<file path="config.mk">
export PLATFORM = sky130hd
export DESIGN_NAME = matrixops_gen
export DESIGN_NICKNAME = d
export VERILOG_FILES = /design/src/rtl/matrixops_pkg.sv /design/src/rtl/matrixops_alu.sv /design/src/rtl/matrixops_gen.sv
export SDC_FILE = /design/constraint.sdc
export NUM_CORES = 1
export LEC_CHECK = 0
export ABC_AREA = 1
export BUFFER_PORTS_ARGS = -buffer_cell sky130_fd_sc_hd__buf_4
export CAP_MARGIN = 0
export CORE_ASPECT_RATIO = 1.25
export CORE_MARGIN = 3
export CORE_UTILIZATION = 60
export CTS_CLUSTER_DIAMETER = 80
export DETAILED_ROUTE_END_ITERATION = 6
export PLACE_DENSITY = 0.78
export REMOVE_ABC_BUFFERS = 1
export SLEW_MARGIN = 0
export SYNTH_ARGS = -nofsm -noshare
export SYNTH_HDL_FRONTEND = slang
export SYNTH_HIERARCHICAL = 1
export SYNTH_SLANG_ARGS = --single-unit
</file>
<file path="constraint.sdc">
create_clock -name clk -period 4.9 [get_ports clk]
set_input_delay 1.47 -clock clk [delete_from_list [all_inputs] [get_ports clk]]
set_output_delay 1.47 -clock clk [all_outputs]
set_load 0.01 [all_outputs]
</file>
<file path="src/rtl/matrixops_pkg.sv">
// Shared definitions for the matrixops_gen engine: operation codes, FSM states
// and the derived result-element width.
package matrixops_pkg;

    localparam logic [1:0] OP_ADD = 2'b00;
    localparam logic [1:0] OP_SUB = 2'b01;
    localparam logic [1:0] OP_MUL = 2'b10;
    localparam logic [1:0] OP_TRN = 2'b11;

    typedef enum logic [2:0] {
        ST_IDLE,
        ST_LOAD,
        ST_COMPUTE,
        ST_SHIFT,
        ST_DONE
    } state_e;

    // Wide enough for a full N-term dot product of W-bit operands.
    function automatic int calc_rw(input int n, input int w);
        return 2 * w + $clog2(n);
    endfunction

endpackage

</file>
<file path="src/rtl/matrixops_alu.sv">
// Combinational datapath: one MAC step for multiply, a single-step result for
// add, subtract and transpose. Operands are zero-extended to the result width.
module matrixops_alu
    import matrixops_pkg::*;
#(
    parameter int W  = 2,
    parameter int RW = 5
) (
    input  logic [1:0]    op,
    input  logic [W-1:0]  a,
    input  logic [W-1:0]  b,
    input  logic [RW-1:0] acc,
    output logic [RW-1:0] y
);

    logic [RW-1:0] a_ext;
    logic [RW-1:0] b_ext;

    always_comb begin
        a_ext = RW'(a);
        b_ext = RW'(b);
        y     = a_ext;
        case (op)
            OP_ADD:  y = a_ext + b_ext;
            OP_SUB:  y = a_ext - b_ext;
            OP_MUL:  y = acc + (a_ext * b_ext);
            default: y = a_ext;
        endcase
    end

endmodule

</file>
<file path="src/rtl/matrixops_gen.sv">
// NxN matrix engine: loads A and B element by element, computes add/sub/mul/
// transpose per result element and streams each result serially, MSB first.
module matrixops_gen
    import matrixops_pkg::*;
#(
    parameter int N = 2,
    parameter int W = 2
) (
    input  logic         clk,
    input  logic         rst,
    input  logic         enter,
    input  logic [1:0]   op,
    input  logic [W-1:0] X,
    input  logic [W-1:0] Y,
    output logic         ready,
    output logic         Z,
    output logic         z_valid,
    output logic         done
);

    localparam int RW = calc_rw(N, W);
    localparam int NN = N * N;
    localparam int IW = $clog2(NN);
    localparam int CW = $clog2(N);
    localparam int BW = $clog2(RW);

    localparam logic [IW-1:0] LAST_IDX = IW'(NN - 1);
    localparam logic [CW-1:0] LAST_RC  = CW'(N - 1);
    localparam logic [BW-1:0] LAST_BIT = BW'(RW - 1);

    state_e        state_q, state_d;
    logic [1:0]    op_q, op_d;
    logic [IW-1:0] ld_idx_q, ld_idx_d;
    logic [CW-1:0] r_q, r_d, c_q, c_d, k_q, k_d;
    logic [RW-1:0] acc_q, acc_d;
    logic [RW-1:0] sh_q, sh_d;
    logic [BW-1:0] bit_q, bit_d;
    logic          z_q, z_d;
    logic          z_valid_q, z_valid_d;
    logic          done_q, done_d;
    logic          ready_q, ready_d;
    logic          mem_we;
    logic          compute_last;

    logic [W-1:0]  a_mem_q [NN];
    logic [W-1:0]  b_mem_q [NN];
    logic [IW-1:0] a_idx, b_idx;
    logic [W-1:0]  alu_a, alu_b;
    logic [RW-1:0] alu_y;

    // Operand addressing: multiply walks k along A's row and B's column.
    always_comb begin
        a_idx = IW'(int'(r_q) * N + int'(c_q));
        b_idx = a_idx;
        if (op_q == OP_MUL) begin
            a_idx = IW'(int'(r_q) * N + int'(k_q));
            b_idx = IW'(int'(k_q) * N + int'(c_q));
        end else if (op_q == OP_TRN) begin
            a_idx = IW'(int'(c_q) * N + int'(r_q));
        end
        alu_a = a_mem_q[a_idx];
        alu_b = b_mem_q[b_idx];
    end

    matrixops_alu #(.W(W), .RW(RW)) u_alu (
        .op  (op_q),
        .a   (alu_a),
        .b   (alu_b),
        .acc (acc_q),
        .y   (alu_y)
    );

    assign compute_last = (op_q != OP_MUL) || (k_q == LAST_RC);

    always_comb begin
        state_d   = state_q;
        op_d      = op_q;
        ld_idx_d  = ld_idx_q;
        r_d       = r_q;
        c_d       = c_q;
        k_d       = k_q;
        acc_d     = acc_q;
        sh_d      = sh_q;
        bit_d     = bit_q;
        z_d       = 1'b0;
        z_valid_d = 1'b0;
        done_d    = 1'b0;
        mem_we    = 1'b0;

        case (state_q)
            ST_IDLE: begin
                if (enter) begin
                    mem_we   = 1'b1;
                    op_d     = op;
                    ld_idx_d = IW'(1);
                    state_d  = ST_LOAD;
                end
            end
            ST_LOAD: begin
                if (enter) begin
                    mem_we = 1'b1;
                    if (ld_idx_q == LAST_IDX) begin
                        ld_idx_d = '0;
                        r_d      = '0;
                        c_d      = '0;
                        k_d      = '0;
                        acc_d    = '0;
                        state_d  = ST_COMPUTE;
                    end else begin
                        ld_idx_d = ld_idx_q + IW'(1);
                    end
                end
            end
            ST_COMPUTE: begin
                acc_d = alu_y;
                if (compute_last) begin
                    // First result bit is presented on entry to SHIFT.
                    sh_d      = alu_y << 1;
                    z_d       = alu_y[RW-1];
                    z_valid_d = 1'b1;
                    bit_d     = '0;
                    k_d       = '0;
                    state_d   = ST_SHIFT;
                end else begin
                    k_d = k_q + CW'(1);
                end
            end
            ST_SHIFT: begin
                if (bit_q == LAST_BIT) begin
                    if ((r_q == LAST_RC) && (c_q == LAST_RC)) begin
                        done_d  = 1'b1;
                        state_d = ST_DONE;
                    end else begin
                        if (c_q == LAST_RC) begin
                            c_d = '0;
                            r_d = r_q + CW'(1);
                        end else begin
                            c_d = c_q + CW'(1);
                        end
                        acc_d   = '0;
                        state_d = ST_COMPUTE;
                    end
                end else begin
                    z_d       = sh_q[RW-1];
                    z_valid_d = 1'b1;
                    sh_d      = sh_q << 1;
                    bit_d     = bit_q + BW'(1);
                end
            end
            ST_DONE: begin
                r_d     = '0;
                c_d     = '0;
                state_d = ST_IDLE;
            end
            default: state_d = ST_IDLE;
        endcase

        ready_d = (state_d == ST_IDLE) || (state_d == ST_LOAD);
    end

    always_ff @(posedge clk or negedge rst) begin
        if (!rst) begin
            state_q   <= ST_IDLE;
            op_q      <= OP_ADD;
            ld_idx_q  <= '0;
            r_q       <= '0;
            c_q       <= '0;
            k_q       <= '0;
            acc_q     <= '0;
            sh_q      <= '0;
            bit_q     <= '0;
            z_q       <= 1'b0;
            z_valid_q <= 1'b0;
            done_q    <= 1'b0;
            ready_q   <= 1'b1;
        end else begin
            state_q   <= state_d;
            op_q      <= op_d;
            ld_idx_q  <= ld_idx_d;
            r_q       <= r_d;
            c_q       <= c_d;
            k_q       <= k_d;
            acc_q     <= acc_d;
            sh_q      <= sh_d;
            bit_q     <= bit_d;
            z_q       <= z_d;
            z_valid_q <= z_valid_d;
            done_q    <= done_d;
            ready_q   <= ready_d;
        end
    end

    // Matrix storage is deliberately left unreset.
    always_ff @(posedge clk) begin
        if (mem_we) begin
            a_mem_q[ld_idx_q] <= X;
            b_mem_q[ld_idx_q] <= Y;
        end
    end

    assign ready   = ready_q;
    assign Z       = z_q;
    assign z_valid = z_valid_q;
    assign done    = done_q;

endmodule

</file>
# --- Word level (Yosys, flattened, before mapping) ---
# Memories as Yosys holds them, arrays and structs flattened.
# Index checks and enable logic that the tools add are counted.
op_classes:
  n_eq_ne: 19
  reduce_logical: 19
  n_mul: 1
  muxes: 51
  addsub: 12
ops:
  columns: ["operator", "count"]
  rows:
  - ["two-way mux 5 bit", 6]
  - ["case mux 5 bit (3 select lines)", 2]
  - ["two-way mux 3 bit", 8]
  - ["two-way mux 1 bit", 20]
  - ["!= test 2 bit, second input constant", 9]
  - ["two-way mux 2 bit", 6]
  - ["case mux 3 bit (4 select lines)", 1]
  - ["case mux 5 bit (2 select lines)", 1]
  - ["AND reduction 5 bit", 2]
  - ["AND reduction 3 bit", 3]
  - ["adder 2 x 1 -> 2 bit", 4]
  - ["== test 2 bit, second input constant", 3]
  - ["== test 3 x 1 -> 1 bit, second input constant", 2]
  - ["== test 3 x 2 -> 1 bit, second input constant", 2]
  - ["== test 3 bit, second input constant", 2]
  - ["zero test 3 bit", 2]
  - ["case mux 1 bit (2 select lines)", 3]
  - ["case mux 1 bit (3 select lines)", 2]
  - ["case mux 3 bit (2 select lines)", 1]
  - ["AND reduction 6 bit", 1]
  - ["nonzero test 2 bit", 3]
  - ["nonzero test 3 bit", 2]
  - ["adder 5 x 4 -> 5 bit", 1]
  - ["multiplier 2 x 2 -> 4 bit", 1]
  - ["other kinds (12)", 15]
totals:
  ram_bits: 16
  register_bits: 27
  output_inout_bits: 4
  memories: 2
memory_table:
  columns: ["name", "depth", "word_bits", "rd", "rd_ports_with_merged_regs", "write_ports", "line_no", "source"]
  rows:
  - ["a_mem_q", 4, 2, 1, 0, 1, "matrixops_gen.sv:45", "logic [W-1:0] a_mem_q [NN];"]
  - ["b_mem_q", 4, 2, 1, 0, 1, "matrixops_gen.sv:46", "logic [W-1:0] b_mem_q [NN];"]

# --- Longest topological paths before layout ---
# An unclocked memory read counts as a cell.
logic_depth:
  depth_word: 9
  depth_mapped: 19
  ltp_nobuf: 19

# --- Cells and area by module ---
# The synthesis kept the hierarchy.
modules_own_cells:
  columns: ["module", "seq_area_each_um2", "area_each_um2", "cells_each", "n_inst"]
  rows:
  - ["matrixops_gen", 1132.3, 2057.0, 220, 1]
  - ["matrixops_alu", 0.0, 370.4, 54, 1]

# --- Worst setup path after synthesis ---
# No wires, ideal clock.
synth_path:
  path_kind: "reg2reg"
  from: "register op_q[0]"
  to: "register sh_q[4]"
  t_arrival_ns: 2.904
  path_slack_ns: 1.922
  setup_time_ns: 0.074
  period_less_slack_ns: 2.978
  path_stages_with_launch: 18
  path_cell_list: "dfrtp_1 > nor2_1 > nand2_2 > o21ai_0 > o211ai_1 > o21ai_0 > nand2_1 > fa_1 > inv_1 > ha_1 > fa_1 > nand2_1 > nand2_1 > o21ai_1 > nand2_1 > o21ai_0 > nand2_1 > o21ai_2"
synth_rtl:
  columns: ["item", "line_no", "source"]
  rows:
  - ["start, declared", "matrixops_gen.sv:32", "logic [1:0] op_q, op_d;"]
  - ["start signal, assigned", "matrixops_gen.sv:178", "op_q <= op_d;"]
  - ["== test 2 bit *", "matrixops_gen.sv:55", "if (op_q == OP_MUL) begin"]
  - ["two-way mux 2 bit *", "matrixops_gen.sv:55", null]
  - ["memory read (4 x 2 bit) *", null, null]
  - ["net alu_b[1]", "matrixops_gen.sv:48", "logic [W-1:0] alu_a, alu_b;"]
  - ["multiplier 2 x 2 -> 4 bit", "matrixops_alu.sv:26", "OP_MUL: y = acc + (a_ext * b_ext);"]
  - ["adder 5 x 4 -> 5 bit", "matrixops_alu.sv:26", null]
  - ["case mux 5 bit (3 select lines) *", "matrixops_alu.sv:23", "case (op)"]
  - ["net alu_y[3]", "matrixops_gen.sv:49", "logic [RW-1:0] alu_y;"]
  - ["two-way mux 5 bit *", "matrixops_gen.sv:116", "if (compute_last) begin"]
  - ["case mux 5 bit (2 select lines) *", "matrixops_gen.sv:90", "case (state_q)"]
  - ["end signal, assigned", "matrixops_gen.sv:170", "sh_q <= '0;"]
  - ["end signal, assigned", "matrixops_gen.sv:184", "sh_q <= sh_d;"]
  - ["end, declared", "matrixops_gen.sv:36", "logic [RW-1:0] sh_q, sh_d;"]
# Mark *: on every way through the listed nets, which the timed path passes. The rest lies on a longest branch. The select of a mux whose other input is x is not followed.
# A chain may end at the register's enable or synchronous reset.

# --- Worst setup path in the final report ---
# Same ends and word-level chain as after synthesis.

==> reports/results.ini <==
[logic_synthesis]
synthDistinctLibCells=33
synth-edff-count=16
syn_area_um2=2430
postSynth.asyncResetShare=0.619
yosysSeqAreaShare=0.466
synthFlopType=dfrtp_1
syn_inst=274
yosys_warnings=6
avgSynthCellArea_um2=8.86
ys_ff_latch=42

[cells_and_area]
fin_nets=317
multi_input_area_um2=1080
syn2layout_area_growth_pct=9.74
fillers=319
post-route-util=0.692
stdcell_count=345
drive_above_1_share=0.148
antenna_cells=0
regArea_um2=1130

[die]
io-pin-count=13
fp.dieH_um=77.1
die_w_um=62.9
row_count=25
core_area_um2=3850
die-area_um2=4850
start_util=0.631

[clock_network]
cts.sinks=42
cts_resized=0
clkSlewWorstSetupHoldPaths_ps=90
cts_tree=built
cts_buffers=5
cts.hold.buffers_added=0
cts_buffer_depth=2
insertion_delay_ps=290
ctsHtreeMaxLevel=2
post_cts_buffers=0
cts_root_buffer=clkbuf_8

[detailed_routing]
routed_wl_um=4320
drt_iter0_drc=67
via_per_inst=5.10
wl_per_cell_um=12.5
via_count=1761
first_pass_iters=4
antenna_left=0
route.detailed.drc=0

[critical_path]
startpoint_type=register
critPathArrivalTime_ps=3530
path_class=register to register
endpoint_kind=register
worstPathMaxFanout=9
required_ps=5130

[sta]
setup_viol=0
relSlewSlack=0.717
finalHoldViolCount=0
layout_min_cycle_time_ps=3290
rsz0062_at_grt=no
max_freq_ghz=0.304
fin_crit_sh=0.672
finClkSkew_ps=12.4
setup_tns_ps=0
hold_ws_ps=490
tightest_slew_ps=424
drv_slew=0

[run]
maxCapViolCount=0

[global_routing]
grt_usage=0.200
antenna_found_initial=0
grt.met2_usage=0.352
first_global_vias=1693
grt_busiest_layer=met2
grt_max_degree=27
use_met1=0.251
grt_overflow=0
met3_usage=0.0351
grt_pass1_wl_um=7670

[power]
leakagePower_uw=0.00131
ir_worst_vdd_uv=434
total_power_uw=1710
power_density_nw_per_um2=643

[placed_design]
io_buffers=12
dpl.cell_count=337
globalplace.congestion=0.884
dpl.hpwl_um=3400

[worst_hold_path]
hold_class=register to register

[outcome]
status=finished clean

layer usage:
layer,up-vias,part of all wire
met2,28,0.53
li1,912,-
met4,0,0.013
met1,814,0.43
met5,-,0
met3,7,0.028
worst max-delay path: stages (launching register included):
cell     delay, ps
dfrtp_1        530
nor2_1         130
nand2_2        180
o21ai_0        190
o21ai_0        370
nand2_1        130
fa_1           490
inv_1           40
ha_1           220
fa_1           380
nand2_1         80
nand2_1         50
o21ai_1        170
nand2_1         70
o21ai_0         70
nand2_1         90
o21ai_2         60
flip-flops by register name, summed over array words and instances (netlist names):
| name | cells |
|---|---|
| z_valid | 1 |
| a_mem_q | 8 |
| bit_q | 3 |
| k_q | 1 |
| Z | 1 |
| acc_q | 5 |
| r_q | 1 |
| b_mem_q | 8 |
| op_q | 2 |
| ld_idx_q | 2 |
| state_q | 3 |
| sh_q | 4 |
| done | 1 |
| ready | 1 |
| c_q | 1 |
worst paths after layout:
check	from	endpoint	slack, ps	cells after the start
min in group asynchronous	rst	Z$_DFF_PN0_	1060	1
max in group asynchronous	rst	ready$_DFF_PN1_	3530	1
worst max register to register	op_q[0]$_DFFE_PN0P_	sh_q[4]$_DFFE_PN0P_	1610	16
worst min-delay path	acc_q[1]$_DFFE_PN0P_	acc_q[1]$_DFFE_PN0P_	490	2
worst min register to register	acc_q[1]$_DFFE_PN0P_	acc_q[1]$_DFFE_PN0P_	490	2
worst max-delay path	op_q[0]$_DFFE_PN0P_	sh_q[4]$_DFFE_PN0P_	1610	16
metrics by stage:
stage	instance area, µm²	setup WS [ps]
2_1_floorplan	2390	1920
4_1_cts	2660	1620
3_5_place_dp	2550	1630
3_3_place_gp	2550	1740
6_report	2660	1610
5_1_grt	2660	1240
cell usage in the layout, fill, tap and decap left out:
| cell type | Yosys | layout |
|---|---|---|
| nor3_2 | 1 | 1 |
| mux2i_1 | 2 | 2 |
| o221ai_1 | 1 | 1 |
| o21ai_2 | 5 | 5 |
| buf_4 | 1 | 12 |
| or2_2 | 2 | 2 |
| bufinv_16 | 0 | 1 |
| nand4_1 | 5 | 5 |
| or2_1 | 1 | 1 |
| o22ai_1 | 1 | 1 |
| ha_1 | 14 | 14 |
| xor2_1 | 1 | 1 |
| o21ai_0 | 17 | 17 |
| nand2_4 | 3 | 3 |
| dfstp_2 | 1 | 1 |
| dfrtp_1 | 25 | 25 |
| nand3b_1 | 1 | 1 |
| nor3_1 | 1 | 1 |
| nand2_2 | 4 | 4 |
| inv_1 | 46 | 46 |
| o21ai_1 | 1 | 1 |
| nor2_4 | 2 | 2 |
| clkbuf_8 | 0 | 5 |
| inv_4 | 0 | 2 |
| edfxtp_1 | 16 | 16 |
| nand3_1 | 22 | 22 |
| nor2_1 | 16 | 16 |
| fa_1 | 4 | 4 |
| o211ai_1 | 3 | 3 |
| a21oi_1 | 2 | 2 |
| nand3_2 | 1 | 1 |
| nand2_1 | 69 | 69 |
| nor2_8 | 1 | 1 |
| inv_2 | 3 | 3 |
cell usage after synthesis, types with 2 or more instances:
| master | instances | area (µm²) |
|---|---|---|
| a21oi_1 | 2 | 10.0 |
| dfrtp_1 | 25 | 626 |
| edfxtp_1 | 16 | 480 |
| fa_1 | 4 | 80.1 |
| ha_1 | 14 | 175 |
| inv_1 | 46 | 173 |
| inv_2 | 3 | 11.3 |
| mux2i_1 | 2 | 20.0 |
| nand2_1 | 69 | 259 |
| nand2_2 | 4 | 25.0 |
| nand2_4 | 3 | 33.8 |
| nand3_1 | 22 | 110 |
| nand4_1 | 5 | 31.3 |
| nor2_1 | 16 | 60.1 |
| nor2_4 | 2 | 22.5 |
| o211ai_1 | 3 | 22.5 |
| o21ai_0 | 17 | 85.1 |
| o21ai_2 | 5 | 43.8 |
| or2_2 | 2 | 12.5 |
power breakdown:
part	internal, µW	switching [µW]	leakage [µW]
registers	466	83.5	0.000484
logic	324	566	0.000770
clock network	152	120	0.0000590
total	942	770	0.00131
cell type report:
| type | instances | area share |
|---|---|---|
| Multi-Input combinational cell | 180 | 0.405 |
| Clock buffer | 5 | 0.0258 |
| Inverter | 49 | 0.0690 |
| Clock inverter | 3 | 0.0160 |
| Timing Repair Buffer | 12 | 0.0338 |
| Sequential cell | 42 | 0.425 |
| Tap cell | 54 | 0.0254 |
cell families after synthesis:
logic type / Yosys count / share of synthesized area
AO/OA/AOI/OAI: 30 / 0.0747
AND/OR/NAND/NOR: 129 / 0.253
buffers and inverters: 52 / 0.0892
flip-flops: 42 / 0.466
adder cells (fa/ha/maj): 18 / 0.105
multiplexers: 2 / 0.00825
XOR/XNOR: 1 / 0.00361
(Power assumes the default switching activity.)
